$ cat src/rtl/row_clear_engine.sv
// Removes full rows from an external board register file. Each cleared row shifts the rows above
// it down one place, and the board is then rescanned bottom-up for any further full rows.
module row_clear_engine #(
    parameter int ROWS   = 11,
    parameter int COLS   = 8,
    parameter int ROW_W  = 4,
    parameter int NO_ROW = 11
) (
    input  logic             clka,
    input  logic             restart,
    input  logic             start_clear,
    input  logic [ROW_W-1:0] which_row,
    output logic [ROW_W-1:0] rd_addr,
    input  logic [COLS-1:0]  rd_data,
    output logic             wr_en,
    output logic [ROW_W-1:0] wr_addr,
    output logic [COLS-1:0]  wr_data,
    output logic             busy,
    output logic             done,
    output logic [ROW_W-1:0] lines_cleared
);

    localparam logic [ROW_W-1:0] ROWS_W   = ROW_W'(ROWS);
    localparam logic [ROW_W-1:0] LAST_ROW = ROW_W'(ROWS - 1);
    localparam logic [ROW_W-1:0] NO_ROW_W = ROW_W'(NO_ROW);

    typedef enum logic [2:0] {
        S_IDLE,
        S_SHIFT,
        S_SCAN,
        S_DONE,
        S_WAIT_LOW
    } state_t;

    state_t           state;
    logic [ROW_W-1:0] ptr;
    logic [ROW_W-1:0] scan_ptr;
    logic             row_full;
    logic             valid_row;

    assign row_full  = &rd_data;
    assign valid_row = (which_row < ROWS_W) && (which_row != NO_ROW_W);

    // NOTE: sequential state uses non-blocking assignments only, so every register samples pre-edge values.
    always_ff @(posedge clka or posedge restart) begin
        if (restart) begin
            state         <= S_IDLE;
            ptr           <= '0;
            scan_ptr      <= '0;
            lines_cleared <= '0;
        end else begin
            case (state)
                S_IDLE: begin
                    if (start_clear) begin
                        if (valid_row) begin
                            ptr           <= which_row;
                            lines_cleared <= ROW_W'(1);
                            state         <= S_SHIFT;
                        end else begin
                            lines_cleared <= '0;
                            state         <= S_DONE;
                        end
                    end
                end
                S_SHIFT: begin
                    if (ptr != '0) begin
                        ptr <= ptr - 1'b1;
                    end else begin
                        scan_ptr <= LAST_ROW;
                        state    <= S_SCAN;
                    end
                end
                S_SCAN: begin
                    // Restart from the bottom after every shift so stacked full rows are caught.
                    if (row_full) begin
                        ptr <= scan_ptr;
                        if (lines_cleared != ROWS_W)
                            lines_cleared <= lines_cleared + 1'b1;
                        state <= S_SHIFT;
                    end else if (scan_ptr == '0) begin
                        state <= S_DONE;
                    end else begin
                        scan_ptr <= scan_ptr - 1'b1;
                    end
                end
                S_DONE: begin
                    state <= start_clear ? S_WAIT_LOW : S_IDLE;
                end
                S_WAIT_LOW: begin
                    if (!start_clear)
                        state <= S_IDLE;
                end
                default: state <= S_IDLE;
            endcase
        end
    end

    // NOTE: every combinational output gets a default first, so no path can infer a latch.
    always_comb begin
        rd_addr = '0;
        wr_en   = 1'b0;
        wr_addr = '0;
        wr_data = '0;
        case (state)
            S_SHIFT: begin
                wr_en   = 1'b1;
                wr_addr = ptr;
                // At ptr==0 the top row is blanked rather than copied.
                if (ptr != '0) begin
                    rd_addr = ptr - 1'b1;
                    wr_data = rd_data;
                end
            end
            S_SCAN: begin
                rd_addr = scan_ptr;
            end
            default: ;
        endcase
    end

    assign busy = (state == S_SHIFT) || (state == S_SCAN);
    assign done = (state == S_DONE);

endmodule

$ cat config.mk
export PLATFORM = sky130hd
export DESIGN_NAME = row_clear_engine
export DESIGN_NICKNAME = d
export VERILOG_FILES = /design/src/rtl/row_clear_engine.sv
export SDC_FILE = /design/constraint.sdc
export NUM_CORES = 1
export LEC_CHECK = 0
export ABC_AREA = 1
export CAP_MARGIN = 20
export CORE_MARGIN = 4
export CORE_UTILIZATION = 46
export DETAILED_ROUTE_END_ITERATION = 16
export PLACE_DENSITY = 0.8
export SLEW_MARGIN = 20
export SYNTH_ARGS = -nofsm -noshare
export SYNTH_HDL_FRONTEND = slang
export SYNTH_SLANG_ARGS = --single-unit
$ cat constraint.sdc
create_clock -name clka -period 1.9 [get_ports clka]
set_input_delay 0.285 -clock clka [delete_from_list [all_inputs] [get_ports clka]]
set_output_delay 0.285 -clock clka [all_outputs]
set_load 0.05 [all_outputs]
* After elaboration in Yosys (flattened, before gate mapping)
Cells that the tools add are included.
** Storage, ports and cells
- Register bits :: 15
- Latch bits :: 0
- Logic and storage cells :: 65
- Memories kept :: 0
- Input port bits :: 15
- RAM bits :: 0
- Bits in read-only memories :: 0
** Cells by class
- Multiplexer cells :: 28
- Equal/unequal tests :: 16
- Div/mod/pow operators :: 0
- Add/sub/neg operators :: 3
- Reductions and logical operators :: 13
- $lt $le $gt $ge :: 1
- Bitwise logic cells :: 0
- Multipliers :: 0
- Shift-type cells :: 0
** Operator list (count)
- $mux 4 :: 12
- $pmux 4 s2 :: 3
- $mux 3 :: 6
- $ne 2x2->1 const B :: 9
- $mux 8 :: 2
- $pmux 3 s5 :: 1
- $pmux 4 s3 :: 1
- $reduce_and 4->1 :: 3
- $ne 4x4->1 const B :: 2
- $reduce_and 8->1 :: 1
- $sub 4x1->4 const B :: 2
- $eq 3x2->1 const B :: 2
- $reduce_and 5->1 :: 1
- $add 4x1->4 const B :: 1
- $logic_not 4->1 :: 1
- $lt 4x4->1 const B :: 1
- $reduce_bool 2->1 :: 2
- $reduce_bool 4->1 :: 1
- $eq 3x1->1 const B :: 1
- $eq 3x3->1 const B :: 1
- $logic_not 3->1 :: 1
- $ne 3x3->1 const B :: 1
- $reduce_bool 3->1 :: 1
- $mux 1 :: 2
- 3 further kinds :: 3

* Depth between registers and ports, before layout
- Depth in word-level cells :: 5
- Gate-level depth with buffers :: 10
- Depth with buffers taken out :: 10

* Worst setup path after synthesis
No wires, ideal clock.
- Path type :: register to output
- Start point :: register state[2]
- End point :: output port rd_addr[3]
- Cell stages (with the launch flop) :: 6
- Slack :: -649 ps
- Arrival :: 2264 ps
- Cell sequence :: dfrtp_1 > inv_1 > nand2_1 > nor2_4 > nand2_1 > o21ai_0
** Between the ends
- Word-level cells in the longest chain between the ends :: 2
- Elaborated cells on any way between the ends :: 3
** RTL lines
- from (decl) :: RTL line 35 : state_t state;
- from (signal assigned) :: RTL line 87 : state <= start_clear ? S_WAIT_LOW : S_IDLE;
- $eq 3x2->1 / $eq 3x1->1 (equally long branches) :: RTL line 104 : case (state)
- $pmux 4 s2 (*) :: RTL line 104
- to (decl) :: RTL line 13 : output logic [ROW_W-1:0] rd_addr,
Every way passes the cells marked *; elsewhere a longest branch is shown, timed or not.

* Worst setup path in the final report
- Start point :: register state[2]
- End point :: output port rd_addr[1]
The elaborated chain is that of the path after synthesis.

==> run_results.csv <==
group,metric,value,unit
clock_tree,clock-root-buffer,"clkbuf_4",
clock_tree,cts.clk_slew.worst_paths,0.09,ns
synth,async_flop_share,100,%
placement,portBuffers,37,
synth,ys_seq_area_share,31.8,%
synth,netlist.area_leader.share,31.8,%
power,power_per_cell_area,2060,mW/mm²
worst_setup_path,crit_type,"reg2out",
timing,finClkSkew,0.00488,ns
route,ant_nets,0,
synth,syn_area_per_cell,6.37,µm²
grt,grt_pass1_wl,5900,µm
route,dr.pass1.iters,4,
synth,netlist_area,0.00118,mm²
floorplan,ios,38,
layout,final_util,81.5,%
placement,place_inst,255,
layout,antenna_cells,0,
power,clock_power_share,4.3,%
timing,worstMarginPinSlew,0.554,ns
grt,grt_max_degree,16,
timing,hold_violations,0,
floorplan,initial_utilization,48.0,%
placement,gp_congestion,0.848,
route,num_vias,1392,
layout,instances_no_fill,264,
synth,synth_ff_type,"dfrtp_1",
timing,slew_viol_final,0,
run_status,outcome,"complete, no violations",
clock_tree,cts_inserted_buffers,3,
power,peakVddDrop,1670,µV
layout,final_cell_mix,"65 x nand2_1, 18 x clkdlybuf4s50_1, 18 x buf_12, 16 x nand3_1, 14 x nor2_2",
grt,grt_use_total,22.0,%
power,swShare,55.0,%
grt,grt-ovfl-total,0,
synth,yosys.area.top_type,"dfrtp_1",
power,p_switching,2270,µW
route,wl_per_cell,14.4,µm
timing,period_needed,1.86,ns
route,drt_iter0_markers,72,
clock_tree,cts_hold_buf,0,
clock_tree,cts_buffer_depth,2,
worst_setup_path,cp_data_arrival_time,1.58,ns
clock_tree,clock_sinks,15,
synth,ys_ff_latch,15,
layout,drive_gt1_share,32.9,%
layout,final_common_cell,"nand2_1",
synth,postSynthCellCount,185,
route,wirelength,3810,µm
grt,antenna_found_initial,0,
worst_setup_path,cp-end-kind,"output pin",
floorplan,design.core.area,0.00245,mm²
timing,worst_hold_slack,0.360,ns
layout,area_growth,69.7,%
hold_path,hp-class,"in2async",
floorplan,die_area,0.00344,mm²
synth,synth_warnings,0,
grt,first_global_vias,1343,
floorplan,die_h,58.6,µm
route,drc,0,
timing,finalCritPeriodShare,97.9,%
floorplan,fp.dieW,58.6,µm
timing,fmax,538,MHz
floorplan,num_rows,18,
clock_tree,clk_latency,0.28,ns
placement,dp_hpwl,2880,µm
power,leakagePower,0.000953,µW
synth,yosysUniqueCellTypes,26,
worst_setup_path,cp_max_fo,5,
worst_setup_path,crit_required,1.62,ns
timing,relSlewSlack,63.0,%
synth,syn-num-nets,203,
power,share_comb_of_total_power,81.1,%
synth,synthTopCellsByArea,"dfrtp_1 32%, nand2_1 22%, nor2_1 8.9%, nand3_1 7.2%, inv_1 5.1%",
clock_tree,h-tree-depth,1,
timing,rsz0062_at_grt,"yes",
power,p_int,1860,µW
power,power_frac_seq,14.6,%
timing,setup_violations,0,
layout,nets,253,
worst_setup_path,start_kind,"flop",
clock_tree,cts_tree,"done",
synth,synth_edf_count,0,
route,vias_per_cell,5.27,
flow_run,drv_cap,0,
-- cells in the mapped netlist (all sizes together), types with 2 or more instances --
library cell and instances:
nor2 32, xor2 3, inv 18, nand4 2, dfrtp 15, or2 2
nand3 19, o21ai 10, nand2 72, nand3b 2, ha 3, a21oi 3
-- worst paths after layout --
| path | slack [ns] | depth (start not counted) | start | end |
|---|---|---|---|---|
| worst min-delay path | 0.36 | 2 | restart | ptr[0] |
| worst max register to register | 0.40 | 9 | ptr[1] | ptr[1] |
| min in group clka | 0.54 | 2 | scan_ptr[0] | scan_ptr[0] |
| max in group asynchronous | 1.15 | 2 | restart | state[2] |
| worst min register to register | 0.54 | 2 | scan_ptr[0] | scan_ptr[0] |
| worst max-delay path | 0.04 | 5 | state[2] | rd_addr[1] |
-- sequential cells by signal, indices dropped and copies added, names as in the netlist --
register / cells
lines_cleared: 4
scan_ptr: 4
ptr: 4
state: 3
-- kinds of logic (layout without fill, tap and decap cells) --
kind of cell             Yosys count  count (layout)  synth area share (%)
AND/OR/NAND/NOR                  129             129                  48.8
AO/OA/AOI/OAI                     15              15                  6.79
adder cells (fa/ha/maj)            3               3                  3.19
flip-flops                        15              15                  31.8
buffers and inverters             19              68                  6.37
XOR/XNOR                           4               4                  2.97
-- power by group through the flow --
stage,clock [µW],sequential (µW),combinational [µW]
2_1_floorplan,0,590,1790
3_3_place_gp,0,575,2860
3_5_place_dp,0,589,2930
4_1_cts,184,582,3100
5_1_grt,204,615,3580
6_report,177,602,3350
-- per-layer routing --
layer	wire (µm)	vias up	track usage, %
met2	2030	45	38.1
met5	0	-	0
met4	52	0	4.85
met1	1580	654	28.3
met3	146	6	4.17
li1	-	687	-
-- stage by stage --
stage | instance area (µm²) | worst slack, ns | TNS (ns) | power [µW]
2_1_floorplan | 1200 | -0.0325 | -0.0325 | 2380
3_3_place_gp | 1810 | 0.205 | 0 | 3440
3_5_place_dp | 1810 | 0.118 | 0 | 3520
4_1_cts | 1910 | 0.00100 | 0 | 3860
5_1_grt | 2000 | -0.0317 | -0.115 | 4400
6_report | 2000 | 0.0398 | 0 | 4130
-- layout make-up --
cell class,instances,area [µm²]
Inverter,18,70.1
Tap cell,30,37.5
Multi-Input combinational cell,151,865
Sequential cell,15,379
Timing Repair Buffer,46,623
Fill cell,157,454
Clock buffer,4,26.3
-- repair_timing --
item	CTS	global route
setup endpoints to repair	16	16
endpoints found under the hold margin	0	0
pin swaps	2	2
setup buffers	2	3
resized for setup	21	18
-- critical path, stage by stage (launching register included) --
cell     delay [ns]
dfrtp_2        0.45
inv_2          0.11
nand3_2        0.14
or2_4          0.28
o21ai_4        0.16
buf_12         0.15
Note: power is estimated with default switching activity, not from simulation.
==> variant 1, RTL diff (same flow settings) <==
Set the parameter `ROW_W` to 6 (it was 4).
--- a/src/rtl/row_clear_engine.sv
+++ b/src/rtl/row_clear_engine.sv
@@ -3,7 +3,7 @@
 module row_clear_engine #(
     parameter int ROWS   = 11,
     parameter int COLS   = 8,
-    parameter int ROW_W  = 4,
+    parameter int ROW_W  = 6,
     parameter int NO_ROW = 11
 ) (
     input  logic             clka,
Interface: changed (resized lines_cleared, rd_addr, which_row and wr_addr); port bits go from 38 to 46. The function was not compared with the original's and may differ.
==> variant 1 against the original RTL <==
- the run now ends with negative setup slack left
- register-to-register slack got worse by 0.26 ns
- area after synthesis rose by 43%
- sequential share of layout area fell by 0.18 points
- first-iteration DRC count increased by 120%
- sequential cell count rose by 6
- global-route usage grew 2.2 points
- via count increased by 48%
- total power rose by 45%
- utilization increased by 0.62 points
- clock power up 72%
- design area grew 41%
- worst setup slack worse by 0.10 ns
- routed wire length up 68%
==> variant 1: results (changes against the original RTL) <==
| Result | This run | Unit | Change |
| --- | --- | --- | --- |
| Post-placement worst setup slack | 0.142 | ns | +0.0247 ns |
| Worst clock skew | 0.00310 | ns | -0.00179 ns |
| Share of synthesized cell area in full adder, half adder and majority cells | 3.72 | % | +0.54 points |
| Crit path arrival time | 1.68 | ns | +0.10 ns |
| Share of the final layout cell area in multi-input gates | 41.8 | % | -1.4 points |
| Critical R2R Capture | scan_ptr[5] | - |  |
| GRT Resource Usage Total | 24.2 | % | +2.2 points |
| Main area contributors after synthesis | sky130_fd_sc_hd__dfrtp_1 (31%), sky130_fd_sc_hd__nand2_1 (23%), sky130_fd_sc_hd__nor2_1 (8.0%) | - |  |
| Smallest setup slack after layout | -0.0626 | ns | -0.102 ns |
| Relative contribution of the clock network to total power | 5.1 | % | +0.8 points |
| Worst vdd ir | 0.00113 | V | -32% |
| Count of inverters other than clock inverters in the layout | 36 | - | +18 |
| Buffer type at the clock tree root | sky130_fd_sc_hd__clkbuf_8 | - |  |
| Overall routed net length | 6.39 | mm | +68% |
| Sequential cell count | 21 | - | +6 |
| Cell area reported after detailed placement | 2520 | sq um | +39% |
| Seq/total area | 18.8 | % | -0.18 points |
| Multi-input combinational cell count | 208 | - | +38% |
| Run status | complete, but fails checks | - |  |
| DPL Wire Length | 3.89 | mm | +35% |
| Drt pass-1 iters | 5 | - | +1 |
| Net switching fraction of the power | 54.7 | % | -0.32 points |
| Launch point of the critical path | ptr[1] | - |  |
| Final-layout setup total negative slack | -0.475 | ns | -0.475 ns |
| Synth Area in XOR/XNOR | 2.60 | % | -0.37 points |
| Routed wirelength normalized by instance count | 16.9 | um | +17% |
| Data-path buffer share of cell area in the final layout | 30.5 | % | -0.60 points |
| Layout cell share with drive strength beyond 1 | 28.8 | % | -4.1 points |
| Share of the synthesized area in compound gates (AO/OA/AOI/OAI) | 7.14 | % | +0.35 points |
| Number of global-route vias before repair | 1931 | - | +44% |
| Slew headroom | 62.5 | % | -0.52 points |
| PortBufs | 45 | - | +22% |
| Nonclk buf count | 64 | - | +39% |
| FF-to-FF path depth | 10 | - | +1 |
| Synthesized net count | 290 | - | +43% |
| Most frequent cells after synthesis | sky130_fd_sc_hd__nand2_1 (101), sky130_fd_sc_hd__nor2_1 (36), sky130_fd_sc_hd__inv_1 (33) | - |  |
| Clock Buffer Count | 3 | - | -1 |
| Fraction of area in clock buffers and inverters | 1.73 | % | +0.41 points |
| Crit-path max cell delay | 0.40 | ns | -0.05 ns |
| Total net switching power | 3.28 | mW | +44% |
| Violations in the final reports | negative setup slack | - |  |
| Lkg Pwr | 1.38 | nW | +45% |
| Final count of negative-setup-slack endpoints | 13 | - | +13 |
| Critical path endpoint | rd_addr[2] | - |  |
| Count of cells resized by post-cts repair | 9 | - | -57% |
==> variant 1: critical path: cells and delay by family, from the launching register on <==
kind | cells | cell delay, ns
DFF | 1 | 0.40
buffers and inverters | 3 | 0.37
xor gates and xnor gates | 1 | 0.19
adders and majority gates | 1 | 0.17
AOI/OAI and AO/OA | 1 | 0.16
and+or+nand+nor | 1 | 0.11
==> variant 1: per-layer routing <==
metal | GRT usage [%] | share of wire, % | vias up
li1 | - | - | 958
met2 | 41.0 | 50 | 97
met3 | 4.27 | 6.6 | 30
met1 | 29.8 | 40 | 971
met4 | 10.2 | 4.0 | 0
met5 | 0 | 0 | -
==> variant 1: worst min path at each step <==
stage / from / endpoint / slack [ns] / cells after the start
finish: restart / lines_cleared[2] / 0.34 / 3
global route: restart / lines_cleared[2] / 0.38 / 3
CTS: restart / lines_cleared[5] / 0.36 / 3
detailed placement: scan_ptr[1] / scan_ptr[1] / 0.49 / 2
global placement: ptr[0] / ptr[0] / 0.49 / 2
floorplan: restart / lines_cleared[0] / 0.26 / 1
